--- src/rtl/cpu_pkg.sv ---
// Shared definitions for the 16-bit CPU pipeline: opcodes, instruction field
// positions, forwarding selects and operand-usage decode helpers.
package cpu_pkg;

    localparam logic [3:0] OP_NOP  = 4'd0;
    localparam logic [3:0] OP_ADD  = 4'd1;
    localparam logic [3:0] OP_SUB  = 4'd2;
    localparam logic [3:0] OP_ADDI = 4'd3;
    localparam logic [3:0] OP_AND  = 4'd4;
    localparam logic [3:0] OP_OR   = 4'd5;
    localparam logic [3:0] OP_XOR  = 4'd6;
    localparam logic [3:0] OP_ANDI = 4'd7;
    localparam logic [3:0] OP_ORI  = 4'd8;
    localparam logic [3:0] OP_XORI = 4'd9;
    localparam logic [3:0] OP_SHLI = 4'd10;
    localparam logic [3:0] OP_SUBI = 4'd11;
    localparam logic [3:0] OP_MUL  = 4'd12;

    localparam int OP_HI = 15;
    localparam int OP_LO = 12;
    localparam int RD_HI = 11;
    localparam int RD_LO = 8;
    localparam int RS_HI = 7;
    localparam int RS_LO = 4;
    localparam int RT_HI = 3;
    localparam int RT_LO = 0;

    typedef enum logic [1:0] {
        FWD_RF = 2'd0,
        FWD_EX = 2'd1,
        FWD_WB = 2'd2
    } fwd_sel_e;

    typedef enum logic [1:0] {
        MS_IDLE = 2'd0,
        MS_RUN  = 2'd1,
        MS_LAST = 2'd2
    } mul_state_e;

    function automatic logic is_writer(input logic [3:0] op);
        return (op != OP_NOP) && (op <= OP_MUL);
    endfunction

    function automatic logic reads_rs(input logic [3:0] op);
        logic r;
        case (op)
            OP_ADD, OP_SUB, OP_AND, OP_OR, OP_XOR, OP_MUL: r = 1'b1;
            default:                                       r = 1'b0;
        endcase
        return r;
    endfunction

    // Immediate-form ops carry an immediate in [7:4] but still read rt.
    function automatic logic reads_rt(input logic [3:0] op);
        logic r;
        case (op)
            OP_ADD, OP_SUB, OP_AND, OP_OR, OP_XOR, OP_MUL:          r = 1'b1;
            OP_ADDI, OP_ANDI, OP_ORI, OP_XORI, OP_SHLI, OP_SUBI:    r = 1'b1;
            default:                                                r = 1'b0;
        endcase
        return r;
    endfunction

endpackage

--- src/rtl/mul_sequencer.sv ---
// Tracks how long a MUL has occupied execute; holds execute until its last
// advance and flags the cycle its result is valid.
module mul_sequencer
    import cpu_pkg::*;
#(
    parameter int MUL_LAT = 4
) (
    input  logic       clk,
    input  logic       rst,
    input  logic       adv,
    input  logic [3:0] op_e,
    output logic       hold_e,
    output logic       mul_done
);

    localparam logic [3:0] LAST_C = 4'(MUL_LAT - 1);

    logic [3:0] mcnt_r;
    logic [3:0] mcnt_nxt_s;
    logic       is_mul_s;
    mul_state_e state_s;

    // State decode, hold/done outputs and next count
    always_comb begin
        is_mul_s   = (op_e == OP_MUL);
        hold_e     = 1'b0;
        mul_done   = 1'b0;
        mcnt_nxt_s = mcnt_r;
        // LAST is tested first so that MUL_LAT=1 never holds
        if (mcnt_r == LAST_C) begin
            state_s = MS_LAST;
        end else if (mcnt_r == 4'd0) begin
            state_s = MS_IDLE;
        end else begin
            state_s = MS_RUN;
        end
        case (state_s)
            MS_IDLE, MS_RUN: begin
                hold_e   = is_mul_s;
                mul_done = 1'b0;
            end
            MS_LAST: begin
                hold_e   = 1'b0;
                mul_done = is_mul_s;
            end
            default: begin
                hold_e   = 1'b0;
                mul_done = 1'b0;
            end
        endcase
        if (adv) begin
            if (hold_e) begin
                mcnt_nxt_s = mcnt_r + 4'd1;
            end else begin
                mcnt_nxt_s = 4'd0;
            end
        end else begin
            mcnt_nxt_s = mcnt_r;
        end
    end

    // Occupancy counter register
    always_ff @(posedge clk or posedge rst) begin
        if (rst) begin
            mcnt_r <= 4'd0;
        end else begin
            mcnt_r <= mcnt_nxt_s;
        end
    end

endmodule

--- src/rtl/pipeline_hazard_ctrl.sv ---
// Hazard controller for the 4-stage pipeline: RAW detection, MUL hold, stall stats.
// Define HAZ_FWD_EN to resolve RAW hazards by forwarding instead of interlocking.
module pipeline_hazard_ctrl
    import cpu_pkg::*;
#(
    parameter int MUL_LAT     = 4,
    parameter int STALL_CNT_W = 16
) (
    input  logic                   clk,
    input  logic                   rst,
    input  logic                   adv,
    input  logic [15:0]            ird,
    input  logic [15:0]            ire,
    input  logic [15:0]            irw,
    output logic                   hold_fd,
    output logic                   hold_e,
    output logic                   bubble_e,
    output logic                   bubble_w,
    output logic [1:0]             fwd_a,
    output logic [1:0]             fwd_b,
    output logic                   mul_done,
    output logic [STALL_CNT_W-1:0] stall_cnt
);

    logic [3:0] op_d_s, op_e_s, op_w_s;
    logic [3:0] rs_d_s, rt_d_s, rd_e_s, rd_w_s;
    logic       rd_a_s, rd_b_s, wr_e_s, wr_w_s;
    logic       a_me_s, a_mw_s, b_me_s, b_mw_s;
    logic       raw_stall_s, hold_e_s, hold_fd_s;
    fwd_sel_e   fwd_a_s, fwd_b_s;
    logic [STALL_CNT_W-1:0] stall_cnt_r;
    logic       unused_s;

    assign op_d_s   = ird[OP_HI:OP_LO];
    assign rs_d_s   = ird[RS_HI:RS_LO];
    assign rt_d_s   = ird[RT_HI:RT_LO];
    assign op_e_s   = ire[OP_HI:OP_LO];
    assign rd_e_s   = ire[RD_HI:RD_LO];
    assign op_w_s   = irw[OP_HI:OP_LO];
    assign rd_w_s   = irw[RD_HI:RD_LO];
    assign unused_s = ^{ird[RD_HI:RD_LO], ire[RS_HI:RT_LO], irw[RS_HI:RT_LO]};

    mul_sequencer #(
        .MUL_LAT (MUL_LAT)
    ) u_mul_seq (
        .clk      (clk),
        .rst      (rst),
        .adv      (adv),
        .op_e     (op_e_s),
        .hold_e   (hold_e_s),
        .mul_done (mul_done)
    );

    // Source-versus-destination matching for the decode operands
    always_comb begin
        rd_a_s = reads_rs(op_d_s);
        rd_b_s = reads_rt(op_d_s);
        wr_e_s = is_writer(op_e_s);
        wr_w_s = is_writer(op_w_s);
        a_me_s = rd_a_s && wr_e_s && (rd_e_s == rs_d_s);
        a_mw_s = rd_a_s && wr_w_s && (rd_w_s == rs_d_s);
        b_me_s = rd_b_s && wr_e_s && (rd_e_s == rt_d_s);
        b_mw_s = rd_b_s && wr_w_s && (rd_w_s == rt_d_s);
    end

`ifdef HAZ_FWD_EN
    // Forwarding selects; the younger producer in execute wins
    always_comb begin
        raw_stall_s = 1'b0;
        if (a_me_s) begin
            fwd_a_s = FWD_EX;
        end else if (a_mw_s) begin
            fwd_a_s = FWD_WB;
        end else begin
            fwd_a_s = FWD_RF;
        end
        if (b_me_s) begin
            fwd_b_s = FWD_EX;
        end else if (b_mw_s) begin
            fwd_b_s = FWD_WB;
        end else begin
            fwd_b_s = FWD_RF;
        end
    end
`else
    // Interlock: decode waits until no producer remains in execute or writeback
    always_comb begin
        fwd_a_s     = FWD_RF;
        fwd_b_s     = FWD_RF;
        raw_stall_s = a_me_s | a_mw_s | b_me_s | b_mw_s;
    end
`endif

    // Pipeline control outputs; a MUL hold freezes decode rather than bubbling it
    always_comb begin
        hold_fd_s = hold_e_s | raw_stall_s;
        hold_fd   = hold_fd_s;
        hold_e    = hold_e_s;
        bubble_w  = hold_e_s;
        bubble_e  = raw_stall_s & ~hold_e_s;
        fwd_a     = fwd_a_s;
        fwd_b     = fwd_b_s;
        stall_cnt = stall_cnt_r;
    end

    // Saturating count of advances spent with fetch/decode held
    always_ff @(posedge clk or posedge rst) begin
        if (rst) begin
            stall_cnt_r <= '0;
        end else if (adv && hold_fd_s && (stall_cnt_r != {STALL_CNT_W{1'b1}})) begin
            stall_cnt_r <= stall_cnt_r + {{(STALL_CNT_W-1){1'b0}}, 1'b1};
        end else begin
            stall_cnt_r <= stall_cnt_r;
        end
    end

endmodule

--- config.mk ---
export PLATFORM = sky130hd
export DESIGN_NAME = pipeline_hazard_ctrl
export DESIGN_NICKNAME = d
export VERILOG_FILES = /design/src/rtl/cpu_pkg.sv /design/src/rtl/mul_sequencer.sv /design/src/rtl/pipeline_hazard_ctrl.sv
export SDC_FILE = /design/constraint.sdc
export NUM_CORES = 1
export LEC_CHECK = 0
export BUFFER_PORTS_ARGS = -buffer_cell sky130_fd_sc_hd__buf_2
export CAP_MARGIN = 15
export CORE_MARGIN = 2
export CORE_UTILIZATION = 44
export CTS_CLUSTER_DIAMETER = 40
export DETAILED_ROUTE_END_ITERATION = 8
export PLACE_DENSITY = 0.87
export SLEW_MARGIN = 10
export SYNTH_ARGS = -nofsm -noshare
export SYNTH_HDL_FRONTEND = slang
export SYNTH_SLANG_ARGS = --single-unit
--- constraint.sdc ---
create_clock -name clk -period 4.55 [get_ports clk]
set_input_delay 1.365 -clock clk [delete_from_list [all_inputs] [get_ports clk]]
set_output_delay 1.365 -clock clk [all_outputs]
set_load 0.02 [all_outputs]
# [Word level (Yosys, flattened, before mapping)]
# Memory sizes are Yosys's and may differ from the RTL's.
# Cells that the tools add are included.
[word_totals] ff_bits=20 rom_bits=16 inputBits=51 output_inout_bits=25 memories=1
[mem_list] memory="(no name shown)" words=16 word_bits=1 rd=1 rd_clocked_by_memory_dff=0 wr=0 line="cpu_pkg.sv:56" source="case (op)"
[op_classes] n_addsub=2 magnitude_cmp=2 n_eq_ne=15 muxes=6 bitwise_logic=6 n_reduce_logical=18
[op_table] cell="$add 16x1->16 const B" count=1
[op_table] cell="$eq 4x4->1" count=4
[op_table] cell="$ne 16x16->1 const B" count=1
[op_table] cell="$eq 4x3->1 const B" count=3
[op_table] cell="$logic_and 1x1->1" count=12
[op_table] cell="$eq 4x2->1 const B" count=2
[op_table] cell="$eq 4x4->1 const B" count=2
[op_table] cell="$le 4x4->1 const B" count=2
[op_table] cell="$reduce_bool 4->1" count=2
[op_table] cell="$reduce_or 6->1" count=1
[op_table] cell="$add 4x1->4 const B" count=1
[op_table] cell="$eq 4x1->1 const B" count=1
[op_table] cell="$logic_not 4->1" count=1
[op_table] cell="$mux 1" count=4
[op_table] cell="$mux 4" count=1
[op_table] cell="$or 1x1->1" count=4
[op_table] cell="$eq 2x1->1 const B" count=1
[op_table] cell="$eq 2x2->1 const B" count=1
[op_table] cell="$logic_not 2->1" count=1
[op_table] cell="$mux 2" count=1
[op_table] cell="$reduce_or 2->1" count=1
[op_table] cell="$and 1x1->1" count=1
[op_table] cell="$not 1->1" count=1

# [Logic depth before layout (Yosys ltp)]
[depth] ltp_word=11 mapped_depth=9 ltp_nobuf=8

# [Modules after synthesis]
# Synthesis repeated with hierarchy kept, for this count alone.
[hier_totals] hier_cells=141 hier_area_um2=1366.3
[by_module_without_submodules] module="pipeline_hazard_ctrl" instances=1 cells_per_inst=118 area_each_um2=1123.6 seq_area_each_um2=400.4
[by_module_without_submodules] module="mul_sequencer" instances=1 cells_per_inst=23 area_each_um2=242.7 seq_area_each_um2=100.1

# [Worst setup path after synthesis]
# OpenSTA, ideal clock, no wires.
[synth_path] path_kind="input to output" from="input port ire[15]" to="output port hold_fd" arrival_time_ps=2742 required_ps=3185 setup_slack_ps=443 cell_stages=6 n_path_buf=1 path_cell_list="or4_1 o21ai_2 o22ai_1 a211oi_4 buf_4 inv_1"
[synth_via] elab_chain_len=8 elab_cells_between_ends=13
[synth_rtl] element="start: declaration" line="pipeline_hazard_ctrl.sv:13" source="input logic [15:0] ire,"
[synth_rtl] element="$le 4x4->1 or $reduce_bool 4->1 (tied branches)" line="cpu_pkg.sv:41" source="return (op != OP_NOP) && (op <= OP_MUL);"
[synth_rtl] element="$logic_and 1x1->1" line="cpu_pkg.sv:41"
[synth_rtl] element="$logic_and 1x1->1 (2 in a row)" line="pipeline_hazard_ctrl.sv:60" source="a_me_s = rd_a_s && wr_e_s && (rd_e_s == rs_d_s);"
[synth_rtl] element="$or 1x1->1 (3 in a row)" line="pipeline_hazard_ctrl.sv:90" source="raw_stall_s = a_me_s | a_mw_s | b_me_s | b_mw_s;"
[synth_rtl] element="$or 1x1->1 *" line="pipeline_hazard_ctrl.sv:96" source="hold_fd_s = hold_e_s | raw_stall_s;"
[synth_rtl] element="end: declaration" line="pipeline_hazard_ctrl.sv:15" source="output logic hold_fd,"
# Mark *: on every way between the ends. The rest lies on a longest branch, timed or not.

# [Final worst setup path]
# Same ends and word-level chain as after synthesis.

==> results by group <==
Cells and area
  – Layout cells sized above 1: 32.8%
  – # diodes: 0
  – Layout area overhead: 21.7%
  – Commonest non-fill, non-tap cell in the layout: buf_2
  – Nets@finish: 249
  – Final instance area: ~1700 um^2
  – Most frequent cells in the layout: buf_2, dfrtp_1, xnor2_1
  – # fillers: 289
  – Final Non-Filler Cells: ~230
  – Fin util: 55.3%

Die
  – Die area: 3560 um^2
  – # rows: 20
  – IO Pins: 76
  – Die width: around 60 um
  – Starting Density: 45.4%
  – Chip Height: 59.7 um
  – Std-Cell Core Area: 3000 um^2

GRT
  – Largest net degree at the start of global routing: 21
  – GRT overflow: 0
  – Vias in the first global route: 1,144
  – Antenna violations before repair: 0
  – First-pass GRT wire length: 4770 um
  – GRT Total Usage: ~17%

Timing
  – Final setup fails: 0
  – Final Skew: between 0.004 and 0.005 ns
  – RSZ-0062 raised after global routing: no
  – Max Fclk: 0.243 GHz
  – Min Tclk post-route: approximately 4 ns
  – Least-Margin Pin Slew: 0.718 ns
  – Setup TNS: 0 ns
  – Hold Violations, Final: 0
  – Fin. max-slew vios: 0
  – Final period util: 90.4%
  – Max transition margin: 52.1%
  – Setup ws final: 0.436 ns

Place
  – Post-Place Cells: 224
  – PortBufs: 51
  – Pre-CTS setup slack: roughly 0.43 ns
  – GPL Wtd Cong: 0.727
  – DP Area: ~1600 um^2
  – HPWL Detailed: 2220 um

Synthesis
  – Post-synth top area cell: dfrtp_1
  – Syn_area_per_cell: 9.47 um^2
  – Syn Std Cell Area: between 1000 and 1500 um^2
  – Ys Warns: 0
  – Post-synthesis sequential area ratio: a little under two fifths
  – Distinct cells, synth: 35
  – Synth Instances: 144
  – Top cells by area, synth: dfrtp_1, xnor2_1, xor2_1, nor4_1, nand2_1
  – Top-area cell type share of the netlist area: 36.7%
  – Count of state elements after synthesis: 20

Routing
  – Post-DRT Antenna Nets: 0
  – DRC Markers: 0
  – Per-cell routed wire length: around 12 um
  – DR vias/cell: 5.37
  – DRT Pass-1 Iters: 4
  – Final WL: roughly 2800 um
  – Vias: 1,225
  – Initial DRC count: 32

Critical path
  – Worst r2r src: stall_cnt[8]$_DFFE_PP0P_
  – CP arrival: 2.75 ns
  – Worst-path cell chain: buf_2, or4_1, o21ai_2, o22ai_1, a211oi_4, inv_1, buf_2
  – Critical Path Max Stage Delay: 0.54 ns
  – CP Launch Type: primary input
  – Crit Path Category: in -> out
  – Origin of the worst setup path: ire[15]
  – CP max FO: 3
  – Crit. End Element: primary output
  – Reg-to-reg setup timing slack: 2.19 ns
  – WP data required: between 3 and 4 ns
  – Slowest CP cell: or4_1
  – Worst r2r path cells: 6
  – CP dominant cell by count: buf_2
  – Setup crit end: hold_fd
  – Reg-to-Reg End: stall_cnt[1]$_DFFE_PP0P_

Hold path
  – Worst min path class: reg -> reg
  – Hold depth: 1
  – Hold Startpoint: u_mul_seq.mcnt_r[3]$_DFFE_PP0P_

Power
  – Lkg Pwr: 0.000838 uW
  – Peak supply drop: 0.174 mV
  – Pwr dens: 270 nW/um^2

Job
  – Max cap viols: 0

Status
  – Status: complete, no violations

Clocking
  – CTS tree: done
  – Clk_lat worst skew: 0.30 ns
  – H-tree depth: 1
  – Max Buffers Root-to-Sink: 2
  – Clock root buffer master: clkbuf_4
  – CTS Hold Buffers Added: 0
  – Num Clock Sinks: 20
  – # Post-CTS Setup Buffers: 0
  – CTS clk-pin slew, worst paths: 0.10 ns
  – CTS Buf Count: 3
  – # resized after CTS: 0
power breakdown:
part	switching, uW	total [uW]	internal, uW
Combinational	77.5	133	55.0
Clock	52.2	101	48.8
Sequential	19.8	214	194
cells in the mapped netlist (all sizes together):
library cell,count
a21oi,1
buf,8
nor3,2
nor4,10
conb,1
xor2,11
nand4,7
nor3b,2
o211ai,2
or4,3
and3,1
xnor2,18
mux2,3
o22ai,2
nand2b,2
or2,2
nor2,4
inv,7
mux2i,2
dfrtp,20
nand2,15
a21bo,1
o31ai,2
ha,2
nor4b,1
nand3,6
o32ai,1
a211oi,1
or3,2
o21ai,5
worst max-delay path: cells and delay by family:
kind                   cells  cell delay (ns)
buffers and inverters      3             0.34
and+or+nand+nor            1             0.54
AOI/OAI and AO/OA          3             0.51
state kept, by name (all words and copies together), names as in the netlist:
register and count:
stall_cnt 16, u_mul_seq.mcnt_r 4
cell families after synthesis:
| family | Yosys count | share of synthesized area [%] |
|---|---|---|
| DFF | 20 | 36.7 |
| and+or+nand+nor | 57 | 22.6 |
| adders and majority gates | 2 | 1.83 |
| AOI/OAI and AO/OA | 15 | 10.0 |
| xor gates and xnor gates | 29 | 18.6 |
| muxes | 5 | 3.94 |
| buffers and inverters | 15 | 6.06 |
| other | 1 | 0.275 |
through the flow:
stage               power [uW]  hold WS (ns)
CTS                        451         0.495
detailed placement         351         0.476
floorplan                  304         0.444
finish                     447         0.488
global placement           347         0.476
global route               477         0.519
metal layers:
layer  up-vias  GRT usage [%]  routed length, um
li1        608              -                  -
met1       576           21.1               1220
met2        30           30.3               1350
met3        11           4.98                129
met4         0           2.86                 53
met5         -              0                  0
final cells by class:
cell class	instances	area, um^2	area share, %
Clock buffer	4	36.3	2.19
Inverter	7	26.3	1.58
Multi-Input combinational cell	112	792	47.7
Sequential cell	20	500	30.2
Tap cell	33	41.3	2.49
Timing Repair Buffer	52	263	15.8
worst min-delay path by stage:
stage / to / slack [ns]
3_5_place_dp: u_mul_seq.mcnt_r[3]$_DFFE_PP0P_ / 0.48
5_1_grt: stall_cnt[9]$_DFFE_PP0P_ / 0.52
4_1_cts: u_mul_seq.mcnt_r[3]$_DFFE_PP0P_ / 0.50
3_3_place_gp: u_mul_seq.mcnt_r[3]$_DFFE_PP0P_ / 0.48
6_report: u_mul_seq.mcnt_r[3]$_DFFE_PP0P_ / 0.49
2_1_floorplan: u_mul_seq.mcnt_r[3]$_DFFE_PP0P_ / 0.44
(Power assumes the default switching activity.)
